$ cat src/rtl/hazard_stall_ctrl.sv
// Hazard and stall controller for the 5-stage pipeline.
// Flags load-use hazards that EX bypassing cannot resolve and inserts one bubble for each.
// Flushes IF/ID on a taken branch.
// Freezes the whole pipeline while a MEM-stage access waits for its acknowledge.
// Counts stall cycles with a saturating counter and keeps a sticky memory-timeout flag.
module hazard_stall_ctrl #(
    parameter int CNT_W       = 32,
    parameter int TIMEOUT_CYC = 64
) (
    input  logic             clk_i,
    input  logic             rst_i,
    input  logic [4:0]       ID_RS1_i,
    input  logic [4:0]       ID_RS2_i,
    input  logic [4:0]       EX_RD_i,
    input  logic             EX_MemRead_i,
    input  logic             ID_BranchTaken_i,
    input  logic             MEM_Req_i,
    input  logic             MEM_Ack_i,
    output logic             PCWrite_o,
    output logic             IF_ID_Write_o,
    output logic             IF_ID_Flush_o,
    output logic             ID_EX_Bubble_o,
    output logic             Freeze_o,
    output logic [CNT_W-1:0] StallCnt_o,
    output logic             MemTimeout_o
);

    // Wide enough to hold TIMEOUT_CYC itself, because the timeout test compares against it.
    localparam int WAIT_W = $clog2(TIMEOUT_CYC + 1);

    typedef enum logic {
        RUN      = 1'b0,
        MEM_WAIT = 1'b1
    } state_t;

    state_t            state_q, state_d;
    logic [WAIT_W-1:0] wait_cnt_q, wait_cnt_d;
    logic [CNT_W-1:0]  stall_cnt_q, stall_cnt_d;
    logic              timeout_q, timeout_d;

    logic load_use;
    logic mem_busy;

    // A load in EX whose destination feeds ID cannot be bypassed in time.
    // Register x0 is never a real dependency.
    assign load_use = EX_MemRead_i && (EX_RD_i != 5'd0) &&
                      ((EX_RD_i == ID_RS1_i) || (EX_RD_i == ID_RS2_i));

    // An access that is not acknowledged in its first cycle freezes the pipeline.
    // That first cycle already counts as frozen.
    assign mem_busy = (state_q == MEM_WAIT) ||
                      ((state_q == RUN) && MEM_Req_i && !MEM_Ack_i);

    // Pipeline control outputs, prioritised: memory freeze, then load-use, then branch.
    always_comb begin
        // NOTE: every output gets a default first, so no path through the block can infer a latch.
        PCWrite_o      = 1'b1;
        IF_ID_Write_o  = 1'b1;
        IF_ID_Flush_o  = 1'b0;
        ID_EX_Bubble_o = 1'b0;
        Freeze_o       = 1'b0;
        if (mem_busy) begin
            Freeze_o      = 1'b1;
            PCWrite_o     = 1'b0;
            IF_ID_Write_o = 1'b0;
        end else if (load_use) begin
            PCWrite_o      = 1'b0;
            IF_ID_Write_o  = 1'b0;
            ID_EX_Bubble_o = 1'b1;
        end else if (ID_BranchTaken_i) begin
            IF_ID_Flush_o = 1'b1;
        end
    end

    // Next state for the memory-wait FSM, the wait counter and the timeout flag.
    always_comb begin
        state_d    = state_q;
        wait_cnt_d = wait_cnt_q;
        timeout_d  = timeout_q;
        unique case (state_q)
            RUN: begin
                if (MEM_Req_i && !MEM_Ack_i) begin
                    state_d    = MEM_WAIT;
                    wait_cnt_d = WAIT_W'(1);
                end
            end
            MEM_WAIT: begin
                // Dropping MEM_Req_i here has no effect; only an ack or a timeout leaves the wait.
                if (MEM_Ack_i) begin
                    state_d    = RUN;
                    wait_cnt_d = '0;
                end else if (wait_cnt_q == WAIT_W'(TIMEOUT_CYC)) begin
                    state_d    = RUN;
                    wait_cnt_d = '0;
                    timeout_d  = 1'b1;
                end else begin
                    wait_cnt_d = wait_cnt_q + WAIT_W'(1);
                end
            end
            default: begin
                state_d    = RUN;
                wait_cnt_d = '0;
            end
        endcase
    end

    // Saturating stall counter: it holds at all-ones instead of wrapping.
    always_comb begin
        stall_cnt_d = stall_cnt_q;
        if ((Freeze_o || load_use) && (stall_cnt_q != '1)) begin
            stall_cnt_d = stall_cnt_q + CNT_W'(1);
        end
    end

    // State registers with synchronous reset.
    always_ff @(posedge clk_i) begin
        // NOTE: use non-blocking assignments for registers, so every flop samples values from before the edge.
        if (rst_i) begin
            state_q     <= RUN;
            wait_cnt_q  <= '0;
            stall_cnt_q <= '0;
            timeout_q   <= 1'b0;
        end else begin
            state_q     <= state_d;
            wait_cnt_q  <= wait_cnt_d;
            stall_cnt_q <= stall_cnt_d;
            timeout_q   <= timeout_d;
        end
    end

    assign StallCnt_o   = stall_cnt_q;
    assign MemTimeout_o = timeout_q;

endmodule

$ cat config.mk
export PLATFORM = sky130hd
export DESIGN_NAME = hazard_stall_ctrl
export DESIGN_NICKNAME = d
export VERILOG_FILES = /design/src/rtl/hazard_stall_ctrl.sv
export SDC_FILE = /design/constraint.sdc
export NUM_CORES = 1
export LEC_CHECK = 0
export CORE_MARGIN = 4
export CORE_UTILIZATION = 50
export CTS_CLUSTER_DIAMETER = 120
export CTS_CLUSTER_SIZE = 40
export DETAILED_ROUTE_END_ITERATION = 10
export PLACE_DENSITY = 0.83
export SLEW_MARGIN = 20
export SYNTH_ARGS = -nofsm -noshare
export SYNTH_HDL_FRONTEND = slang
export SYNTH_SLANG_ARGS = --single-unit
$ cat constraint.sdc
create_clock -name clk_i -period 3.94 [get_ports clk_i]
set_clock_uncertainty 0.05 [all_clocks]
set_input_delay 0.788 -clock clk_i [delete_from_list [all_inputs] [get_ports clk_i]]
set_output_delay 0.788 -clock clk_i [all_outputs]
set_load 0.005 [all_outputs]
**Yosys cells after proc, flatten, opt, wreduce, memory -nomap -nowiden**

Index checks and enable logic that the tools add are counted.

- ROM bits: 0
- Memories: 0
- RAM bits: 0
- Latch bits: 0
- Input bits: 21
- Register bits after elaboration: 41
- Word-level logic and storage cells: 41
- Output and inout bits: 38

- Equality and inequality tests: 5
- Mux-type cells: 16
- Bitwise operators: 2
- Div/mod/pow operators: 0
- Magnitude comparators: 0
- Reduce and logical (&&, ||, !) cells: 12
- $mul: 0
- Shift operators: 0
- $add $sub $neg: 2

Operators with widths:

| operator | number |
|---|---|
| $add 32x1->32 const B | 1 |
| $ne 32x32->1 const B | 1 |
| $mux 7 | 3 |
| $pmux 7 s2 | 1 |
| $mux 1 | 11 |
| $eq 5x5->1 | 2 |
| $add 7x1->7 const B | 1 |
| $eq 7x7->1 const B | 1 |
| $logic_and 1x1->1 | 6 |
| $reduce_bool 5->1 | 1 |
| $logic_or 1x1->1 | 3 |
| $reduce_and 3->1 | 1 |
| $ne 2x1->1 const B | 1 |
| $not 1->1 | 2 |
| $pmux 1 s2 | 1 |
| $logic_not 1->1 | 1 |

**Longest topological paths before layout**

Gate-level depths: netlist of run 1.

- Depth after elaboration: 7
- Depth in mapped cells: 9
- Depth with buffers taken out: 8

**Worst setup path before layout of run 1**

Ideal clock, no wire load.

- Path kind: input to output
- From: in EX_RD_i[1]
- To: out IF_ID_Flush_o
- Path slack: 1,040 ps
- Cell stages on the path: 6
- Data required time: 3,102 ps
- Path buffers: 1
- Data arrival time: 2,062 ps
- Cell sequence: or4_1 > o21ai_1 > inv_1 > a21oi_4 > buf_2 > and2_1

- Cells in the longest elaborated chain, start to end: 5
- Elaborated cells on any way between the ends: 8
- Those cells by class: eq/ne (2); mux (2); reduce/logical (4)

Ends and longest elaborated chain:

| element | RTL line | RTL |
|---|---|---|
| from (decl) | 14 | `input logic [4:0] EX_RD_i,` |
| $eq 5x5->1 or $reduce_bool 5->1 (tied branches) | 47, 46 |  |
| $logic_or 1x1->1 or $logic_and 1x1->1 (tied branches) | 47, 46 |  |
| $logic_and 1x1->1 * | 46 | `assign load_use = EX_MemRead_i && (EX_RD_i != 5'd0) &&` |
| $mux 1 * | 66 | `end else if (load_use) begin` |
| $mux 1 * | 62 | `if (mem_busy) begin` |
| to (decl) | 21 | `output logic IF_ID_Flush_o,` |

Every way passes the cells marked *; elsewhere a longest branch is shown, timed or not.

**Worst setup path after layout of run 1**

Same ends and word-level chain as after synthesis.

==> metrics.csv, run 1 <==
stage,metric,value,unit
clocking,clock buffer depth,2,
timing,Final setup viols,0,
pwr,power per cell area,274.4,nW/um^2
timing,WHS,416.7,ps
clocking,TritonCTS clock tree,yes,
synth,async set or reset register ratio after synthesis,0,
timing,max_slew headroom,0.4619,
final_layout,nets,343,
final_layout,fraction of layout cells with a size suffix above 1,0.09375,
timing,Period minus WS final,3674,ps
synth,top area cells in the synthesized netlist,"dfxtp_1, xnor2_1, nor2_1",
clocking,clk root buf,clkbuf_8,
timing,Final WS setup,266.2,ps
pwr,P_leak,1.003,nW
synth,synthesized net count,284,
final_layout,Area Growth Syn to Fin,32.24,%
pwr,sequential share of power,0.519,
timing,Total Neg Setup Slack,0,ps
setup_path,slowest cell on the critical path,or4_1,
synth,"Avg Cell Area, Syn",8.643,sq um
timing,FMAX,272.2,MHz
setup_path,Worst R2R Start,StallCnt_o[18],
clocking,H-tree levels,2,
clocking,Clock Pin Slew Worst Setup and Hold Paths,70,ps
setup_path,Buf/Inv on CP,3,
floorplan,Die Ht,75.04,microns
clocking,clk_lat worst skew,290,ps
flow_run,max-cap violation count,0,
worst_hold_path,worst min path class,register to register,
setup_path,Crit path largest cell delay,550,ps
setup_path,Worst R2R End,StallCnt_o[21],
setup_path,"Arr. time, crit path",2840,ps
floorplan,core region area,4354,sq um
final_layout,most frequent cells in the layout,"clkdlybuf4s50_1, nor2_1, dfxtp_1",
setup_path,Crit. End Element,output port,
placed_design,Placed Instance Area,2870,sq um
synth,Main synth FF type,dfxtp_1,
timing,Final period util,0.9324,
synth,number of synthesized flops with an enable pin,0,
worst_hold_path,Hold Path Depth,2,
floorplan,die footprint,5631,sq um
timing,worst slew pin tran,804.5,ps
floorplan,Die W,75.04,microns
setup_path,reg2reg path depth,7,
final_layout,fin area,2972,sq um
timing,final max-slew violation count,0,
pwr,Sw Pwr,0.1903,mW
setup_path,Most common cell on crit path,clkdlybuf4s50_1,
route,DR pass1 iterations,4,
setup_path,critical path cell sequence,clkdlybuf4s50_1 -> or4_1 -> o21ai_1 -> inv_1 -> a21oi_4 -> and2_1 -> clkdlybuf4s50_1,
pwr,Pint,0.6252,mW
pwr,Power Total,0.8155,mW
clocking,TritonCTS Buffers,5,
pwr,Clock power frac,0.369,
placed_design,Place WS,261.7,ps
setup_path,Worst path top cell family by delay,buffers and inverters,
pwr,switching share of power,0.2333,
synth,synth warn,0,
global_route,number of global-route vias before repair,1946,
route,per-cell routed wire length,13.56,microns
worst_hold_path,Hold Crit Start,MemTimeout_o,
clocking,# clock sinks,41,
run_status,outcome,completed,
timing,unrepaired setup endpoints after global routing,false,
route,Residual DRC,0,
synth,Yosys top cell area share,0.3653,
placed_design,I/O Buffers,58,
floorplan,# IOs,59,
synth,sequential area share after synthesis,0.3653,
setup_path,slack of the worst reg-to-reg path,1340,ps
route,Detail Route Antenna Nets,0,
setup_path,Startpoint Class,input pin,
route,vias per cell,5.433,
synth,cells after synthesis,260,
final_layout,"commonest non-fill, non-tap cell in the layout",clkdlybuf4s50_1,
pwr,Worst VDD drop,0.2401,mV
global_route,initial antenna violation count,0,
global_route,Congestion Overflow GR,0,
synth,post-synth top area cell,dfxtp_1,
clocking,number of hold buffers added after cts,0,
route,drt total wl,5045,microns
route,routed via count,2021,
setup_path,Required @ worst endpoint,3100,ps
pwr,Combinational Power Share,0.111,
floorplan,Starting Density,0.5161,
global_route,first-pass GRT wire length,8507,microns
worst_hold_path,Hold Path End,MemTimeout_o,
final_layout,# diodes,0,
setup_path,critical setup path kind,input pin to output port,
setup_path,CP Max Fanout,4,
synth,synthesized area,2247,sq um
floorplan,row cnt,24,
global_route,largest net degree at the start of global routing,32,
synth,Cell variety after synth,48,
placed_design,gpl congestion,0.8101,
clocking,Post-CTS Repair Setup Buffers,0,
placed_design,Detailed Place HPWL,3641,microns
timing,Final Hold Viols,0,
clocking,CTS resizes,0,
global_route,total track usage,0.1896,
synth,synthesis-stage register bit count,41,
route,DR iter-0 viols,160,
## routing by layer
metal,global-route usage,part of all wire,vias to the layer above
met5,0,0,-
met4,0.05929,0.0085,0
met3,0.03738,0.067,4
met2,0.3037,0.46,56
met1,0.2570,0.47,941
li1,-,-,1020
## synth_stat cells, types with 2 or more instances
| cell type | n |
|---|---|
| mux2i_1 | 2 |
| nor3_1 | 14 |
| ha_1 | 3 |
| nor4_4 | 2 |
| or4_1 | 2 |
| nand3_1 | 9 |
| xnor2_1 | 38 |
| nand4_1 | 9 |
| and3_1 | 4 |
| or3_1 | 3 |
| nor4b_1 | 2 |
| a311oi_1 | 2 |
| dfxtp_1 | 41 |
| nor2_1 | 49 |
| nand2_1 | 17 |
| inv_1 | 8 |
| a21oi_1 | 5 |
| buf_4 | 2 |
| nor4_2 | 3 |
| clkbuf_1 | 3 |
| o21ai_0 | 2 |
| nand4_2 | 3 |
| nor4_1 | 8 |
| buf_2 | 3 |
| xor2_1 | 3 |
## how the worst max path moves through the flow
stage	from	to	slack, ps	cells after the start
5_1_grt	EX_RD_i[1]	IF_ID_Flush_o	200	7
4_1_cts	EX_RD_i[1]	IF_ID_Flush_o	250	7
3_5_place_dp	EX_RD_i[1]	IF_ID_Flush_o	260	7
3_3_place_gp	EX_RD_i[1]	IF_ID_Flush_o	270	7
2_1_floorplan	EX_RD_i[1]	IF_ID_Flush_o	1040	6
6_report	EX_RD_i[1]	IF_ID_Flush_o	270	7
## worst min-delay path, cell delays in order (launching register included)
cell	delay (ps)
dfxtp_1	330
a21oi_1	40
nor2_1	70
## kinds of logic after synthesis
logic type | Yosys count | synth area share
AO/OA/AOI/OAI | 18 | 0.05791
XOR/XNOR | 41 | 0.1598
adder cells (fa/ha/maj) | 3 | 0.01671
buffers and inverters | 17 | 0.03340
flip-flops | 41 | 0.3653
multiplexers | 3 | 0.01559
AND/OR/NAND/NOR | 137 | 0.3513
## power groups by stage
stage | clock network (mW) | logic (mW) | registers (mW)
3_5_place_dp | 0 | 0.0909 | 0.433
5_1_grt | 0.327 | 0.0980 | 0.425
4_1_cts | 0.307 | 0.0915 | 0.424
6_report | 0.301 | 0.0909 | 0.424
2_1_floorplan | 0 | 0.0468 | 0.433
3_3_place_gp | 0 | 0.0899 | 0.433
## state kept, by name, summed over array words and instances, names as in the netlist
name,count
wait_cnt_q,7
MemTimeout_o,1
state_q,1
StallCnt_o,32
## stage by stage
step / util / instances
after floorplan: - / 260
final: 0.6825 / 372
after global routing: 0.6825 / 372
after CTS: 0.6825 / 372
after detailed placement: 0.6592 / 364
after global placement: 0.6592 / 364
## cell type report
type | instances | area [sq um]
inverter | 8 | 30.03
tap | 52 | 65.06
sequential | 41 | 820.8
multi-input combinational | 202 | 1351
clock inverter | 1 | 5.005
clock buffer | 7 | 96.34
timing repair buffer | 61 | 603.1
fill | 360 | 1383
Power figures use the tool's default switching activity.
==> run 2: changes to the inputs <==
--- a/config.mk
+++ b/config.mk
@@ -5,6 +5,7 @@
 export SDC_FILE = /design/constraint.sdc
 export NUM_CORES = 1
 export LEC_CHECK = 0
+export ABC_CLOCK_PERIOD_IN_PS = 3940
 export CORE_MARGIN = 4
 export CORE_UTILIZATION = 50
 export CTS_CLUSTER_DIAMETER = 120
==> results of run 2 <==
Same layout as run 1: the final DEF is identical, and so are final timing and power.
==> edit 1, RTL diff (config.mk and constraints of run 2) <==
`TIMEOUT_CYC`: 64 -> 32.
--- a/src/rtl/hazard_stall_ctrl.sv
+++ b/src/rtl/hazard_stall_ctrl.sv
@@ -5,7 +5,7 @@
 // Counts stall cycles with a saturating counter and keeps a sticky memory-timeout flag.
 module hazard_stall_ctrl #(
     parameter int CNT_W       = 32,
-    parameter int TIMEOUT_CYC = 64
+    parameter int TIMEOUT_CYC = 32
 ) (
     input  logic             clk_i,
     input  logic             rst_i,
Check against the original RTL: no difference found for any inputs over 10 cycles, from zero or initial values and one cycle with rst_i high; that may be too few to reach the edited logic, so the function may still have changed.
==> edit 1 against run 2 <==
- wire length grew 10%
- sequential cell count shrank 1
- synthesized area shrank 1.8%
- final area shrank 0.42%
- power grew 9.9%
- sequential power shrank 3%
- worst setup slack lost 0.086 ns
- highest routed layer unchanged
- largest power group unchanged
- via count grew 11%
- critical path type unchanged
==> edit 1: results <==
group,metric,value,unit
setup_path,reg2reg_from,"StallCnt_o[8]$_SDFFE_PP0P_",
power_and_ir_drop,clock_power,0.394,mW
detailed_routing,dr_total_vias,2240,
layout,nMultiInputCombCells,208,
layout,nFillCells,339,
grt,grt.total_usage,21.48,%
yosys,synth-seq-area-share,36.30,%
power_and_ir_drop,ir_drop,0.0002009,V
setup_path,critical_path.max_fanout,5,
yosys,synth-compound-area-share,19.80,%
layout,drive_gt1_share,7.692,%
setup_path,r2r_end,"StallCnt_o[3]$_SDFFE_PP0P_",
placement,dp_slack,0.1516,ns
yosys,avgSynthCellArea,8.262,um2
setup_path,critPathLaunch,"EX_RD_i[2]",
power_and_ir_drop,intPower,0.7052,mW
detailed_routing,wl_per_cell,14.83,um
yosys,syn_nets,291,
yosys,synth_common_cells,"40 x dfxtp_1, 29 x a21oi_1, 22 x nor2_1",
clock_tree,postCtsSetupRepairBufs,0,
layout,nNonClkBuffers,63,
yosys,yosys.area_share.xor_xnor,5.559,%
hold_path,hold_path.class,"flip-flop to flip-flop",
power_and_ir_drop,power_combinational,0.0915,mW
layout,diodes,0,
layout,buffer_area_share,20.89,%
yosys,ys_ff_latch,40,
grt,grt_pass1_vias,2102,
timing,post-route-period-util,95.43,%
yosys,synthAdderAreaFrac,1.702,%
setup_path,arrival,2.92,ns
timing,max_slew.worst_pin.slew,0.9803,ns
layout,multi_input_area,1323,um2
grt,grt_pass1_wl,9.370,mm
yosys,synthTopCellsByArea,"dfxtp_1 36%, a21oi_1 6.6%, or3_1 4.3%",
status,status,"finished clean",
grt,grt_max_degree,31,
detailed_routing,routed_wl,5.563,mm
layout,finish.net_count,349,
placement,gp_congestion,0.7750,
layout,clockBufferCount,5,
layout,inverters,7,
layout,seq_area,800.8,um2
setup_path,r2r_cells,6,
[edit 1: cell types whose count changed in the layout (fill, tap and decap cells not counted), sizes merged, moves of 3 or more]
cell   change
a21oi     +24
and4       +3
mux2       +3
nand3      +4
nor2      -28
nor2b      +3
nor3      -13
nor4       -7
nor4b      -3
o21ai     +14
o31ai      +9
or3       +13
or4        +9
xnor2     -28
[edit 1: per-stage QoR]
step | cell area (um2) | power, mW | hold slack (ns)
after floorplan | 2206 | 0.4655 | 0.3974
after global placement | 2830 | 0.5104 | 0.4045
after detailed placement | 2830 | 0.5121 | 0.4136
after CTS | 2959 | 0.9059 | 0.4310
after global routing | 2959 | 0.9290 | 0.4532
final | 2959 | 0.8965 | 0.4218
[edit 1: layer usage]
metal / wire (um) / GRT usage [%] / up-vias
met1: 2434 / 27.49 / 1037
li1: - / - / 1119
met2: 2612 / 34.93 / 80
met3: 454 / 5.405 / 4
met4: 62 / 7.905 / 0
met5: 0 / 0 / -
==> edit 2, RTL diff (config.mk and constraints of run 2) <==
Made on the original files. Put one more register stage on the output `StallCnt_o`, cleared by the reset. The value now appears one clock later. The other outputs are not delayed to match.
--- a/src/rtl/hazard_stall_ctrl.sv
+++ b/src/rtl/hazard_stall_ctrl.sv
@@ -128,7 +128,13 @@
         end
     end
 
-    assign StallCnt_o   = stall_cnt_q;
+    always_ff @(posedge clk_i) begin
+        if (rst_i) begin
+            StallCnt_o <= '0;
+        end else begin
+            StallCnt_o <= stall_cnt_q;
+        end
+    end
     assign MemTimeout_o = timeout_q;
 
 endmodule
Formal check against the unedited RTL: not equivalent (a bounded check fails within 4 cycles, from zero or initial values and one cycle with rst_i high).
==> edit 2 against run 2 <==
- critical path depth increased by 1
- wire length is 17% higher
- sequential cell count grew 32
- worst setup slack worse by 0.15 ns
- power rose by 65%
- worst hold slack better by 0.0094 ns
- synthesized area up 32%
- fmax fell by 3.8%
- combinational power grew 2%
- final area rose by 27%
==> edit 2: results <==
group,metric,value,unit
detailed_routing,drt_iter0_drc,152,
grt,grt_pass1_wl,10.34,mm
layout,finish.net_count,411,
clock_tree,postCtsSetupRepairBufs,0,
placement,gp_congestion,0.7490,
yosys,synthTopCellsByArea,"dfxtp_1 49%, nor2b_1 6.7%, xor2_1 5.6%",
clock_tree,clk_pin_slew,0.07,ns
yosys,synthArstFlopShare,0,%
clock_tree,htreeDepth,3,
placement,port_buffers,58,
grt,grt_max_degree,63,
status,status,"finished clean",
layout,largest_registers,"StallCnt_o: 32 flops, stall_cnt_q: 32 flops, wait_cnt_q: 7 flops",
setup_path,crit_family,"buffers and inverters",
hold_path,hold_path.class,"flip-flop to flip-flop",
setup_path,cp_slowest_cell,"or4_1",
yosys,synth-seq-area-share,49.18,%
setup_path,cp_slowest_stage_delay,0.57,ns
layout,nFillCells,442,
setup_path,critical_path.max_fanout,6,
yosys,yosysWarnings,0,
power_and_ir_drop,ir_drop,0.0002062,V
yosys,syn_nets,351,
clock_tree,cts_made_buffers,9,
placement,dp_hpwl,4.218,mm
clock_tree,cts_buffer_depth,2,
clock_tree,clk-insertion-delay-late,0.34,ns
timing,slew_headroom,34.68,%
grt,grt_pass1_vias,2279,
timing,hold_viol_final,0,
yosys,synth_common_cells,"73 x dfxtp_1, 39 x nor2_1, 32 x nor2b_1",
clock_tree,cts_root_buffer,"clkbuf_8",
yosys,ys_types,38,
detailed_routing,dr_total_vias,2404,
layout,diodes,0,
detailed_routing,routed_wl,5.880,mm
layout,drive_gt1_share,7.179,%
grt,grt.total_usage,17.54,%
power_and_ir_drop,p_leak,1.422,nW
setup_path,arrival,2.98,ns
==> edit 2: changes by cell type in the layout (fill, tap and decap cells not counted), moves of 12 or more <==
cell and delta:
dfxtp_1 +32, nor2b_1 +31, xnor2_1 -28, o21ai_0 +12, xor2_1 +16, nor3_1 -13
==> edit 2: where the power goes <==
group | internal (mW) | switching (mW) | leakage (nW) | total, mW
combinational | 0.0483 | 0.0442 | 0.746 | 0.0925
sequential | 0.743 | 0.00581 | 0.589 | 0.749
clock | 0.254 | 0.250 | 0.0871 | 0.503
==> edit 2: cell families (layout without fill, tap and decap cells) <==
kind of cell             count (synthesis)  after routing  share of synthesized area, %
adder cells (fa/ha/maj)                  3              3                         1.263
XOR/XNOR                                29             29                         8.547
buffers and inverters                   22             85                         3.032
flip-flops                              73             73                         49.18
AO/OA/AOI/OAI                           32             32                         6.990
AND/OR/NAND/NOR                        166            166                         30.27
multiplexers                             2              2                        0.7158
==> edit 2: final cells by class <==
type                    count  share of cell area, %
repair buffers             63                  16.19
inverters                   8                 0.7929
clock buffers              11                  3.997
multi-input cells         232                  37.60
well taps                  72                  2.379
clock inverters             3                 0.4625
flip-flops and latches     73                  38.59
==> edit 2: worst paths after layout <==
check        cells after the start                        start  slack (ns)                          end
min reg2reg                      1   wait_cnt_q[6]$_SDFFE_PP0P_        0.43   wait_cnt_q[6]$_SDFFE_PP0P_
max                              8                   EX_RD_i[1]        0.12                IF_ID_Flush_o
max reg2reg                      7  stall_cnt_q[0]$_SDFFE_PP0P_        1.37  stall_cnt_q[6]$_SDFFE_PP0P_
min                              1   wait_cnt_q[6]$_SDFFE_PP0P_        0.43   wait_cnt_q[6]$_SDFFE_PP0P_
==> edit 2: worst reg2reg max path: cells and delay by family, from the launching register on <==
kind / cells / cell delay, ns
adders and majority gates: 1 / 0.22
and+or+nand+nor: 5 / 1.50
muxes: 1 / 0.27
DFF: 1 / 0.43
==> edit 2: stage by stage <==
step           hold slack, ns  setup slack (ns)  utilization (%)  area (um2)  cells
6_report               0.4261            0.1208            67.13        3787    462
5_1_grt                0.4624           0.01111            67.13        3787    462
4_1_cts                0.4274          0.007442            67.07        3784    462
3_5_place_dp           0.4123           0.02155            64.07        3615    448
3_3_place_gp           0.4027           0.09597            64.07        3615    448
2_1_floorplan          0.3891            0.7777                -        2972    327
==> edit 2: repair_timing <==
| item | in CTS | in global routing |
|---|---|---|
| resized for setup | 0 | 2 |
| setup endpoints to repair | 0 | 2 |
| hold endpoints to repair | 0 | 0 |
==> edit 2: per-layer routing <==
metal	wire, um	GRT usage [%]
met1	2678	21.81
met4	89	6.043
met3	292	6.214
met5	0	0
met2	2820	28.18
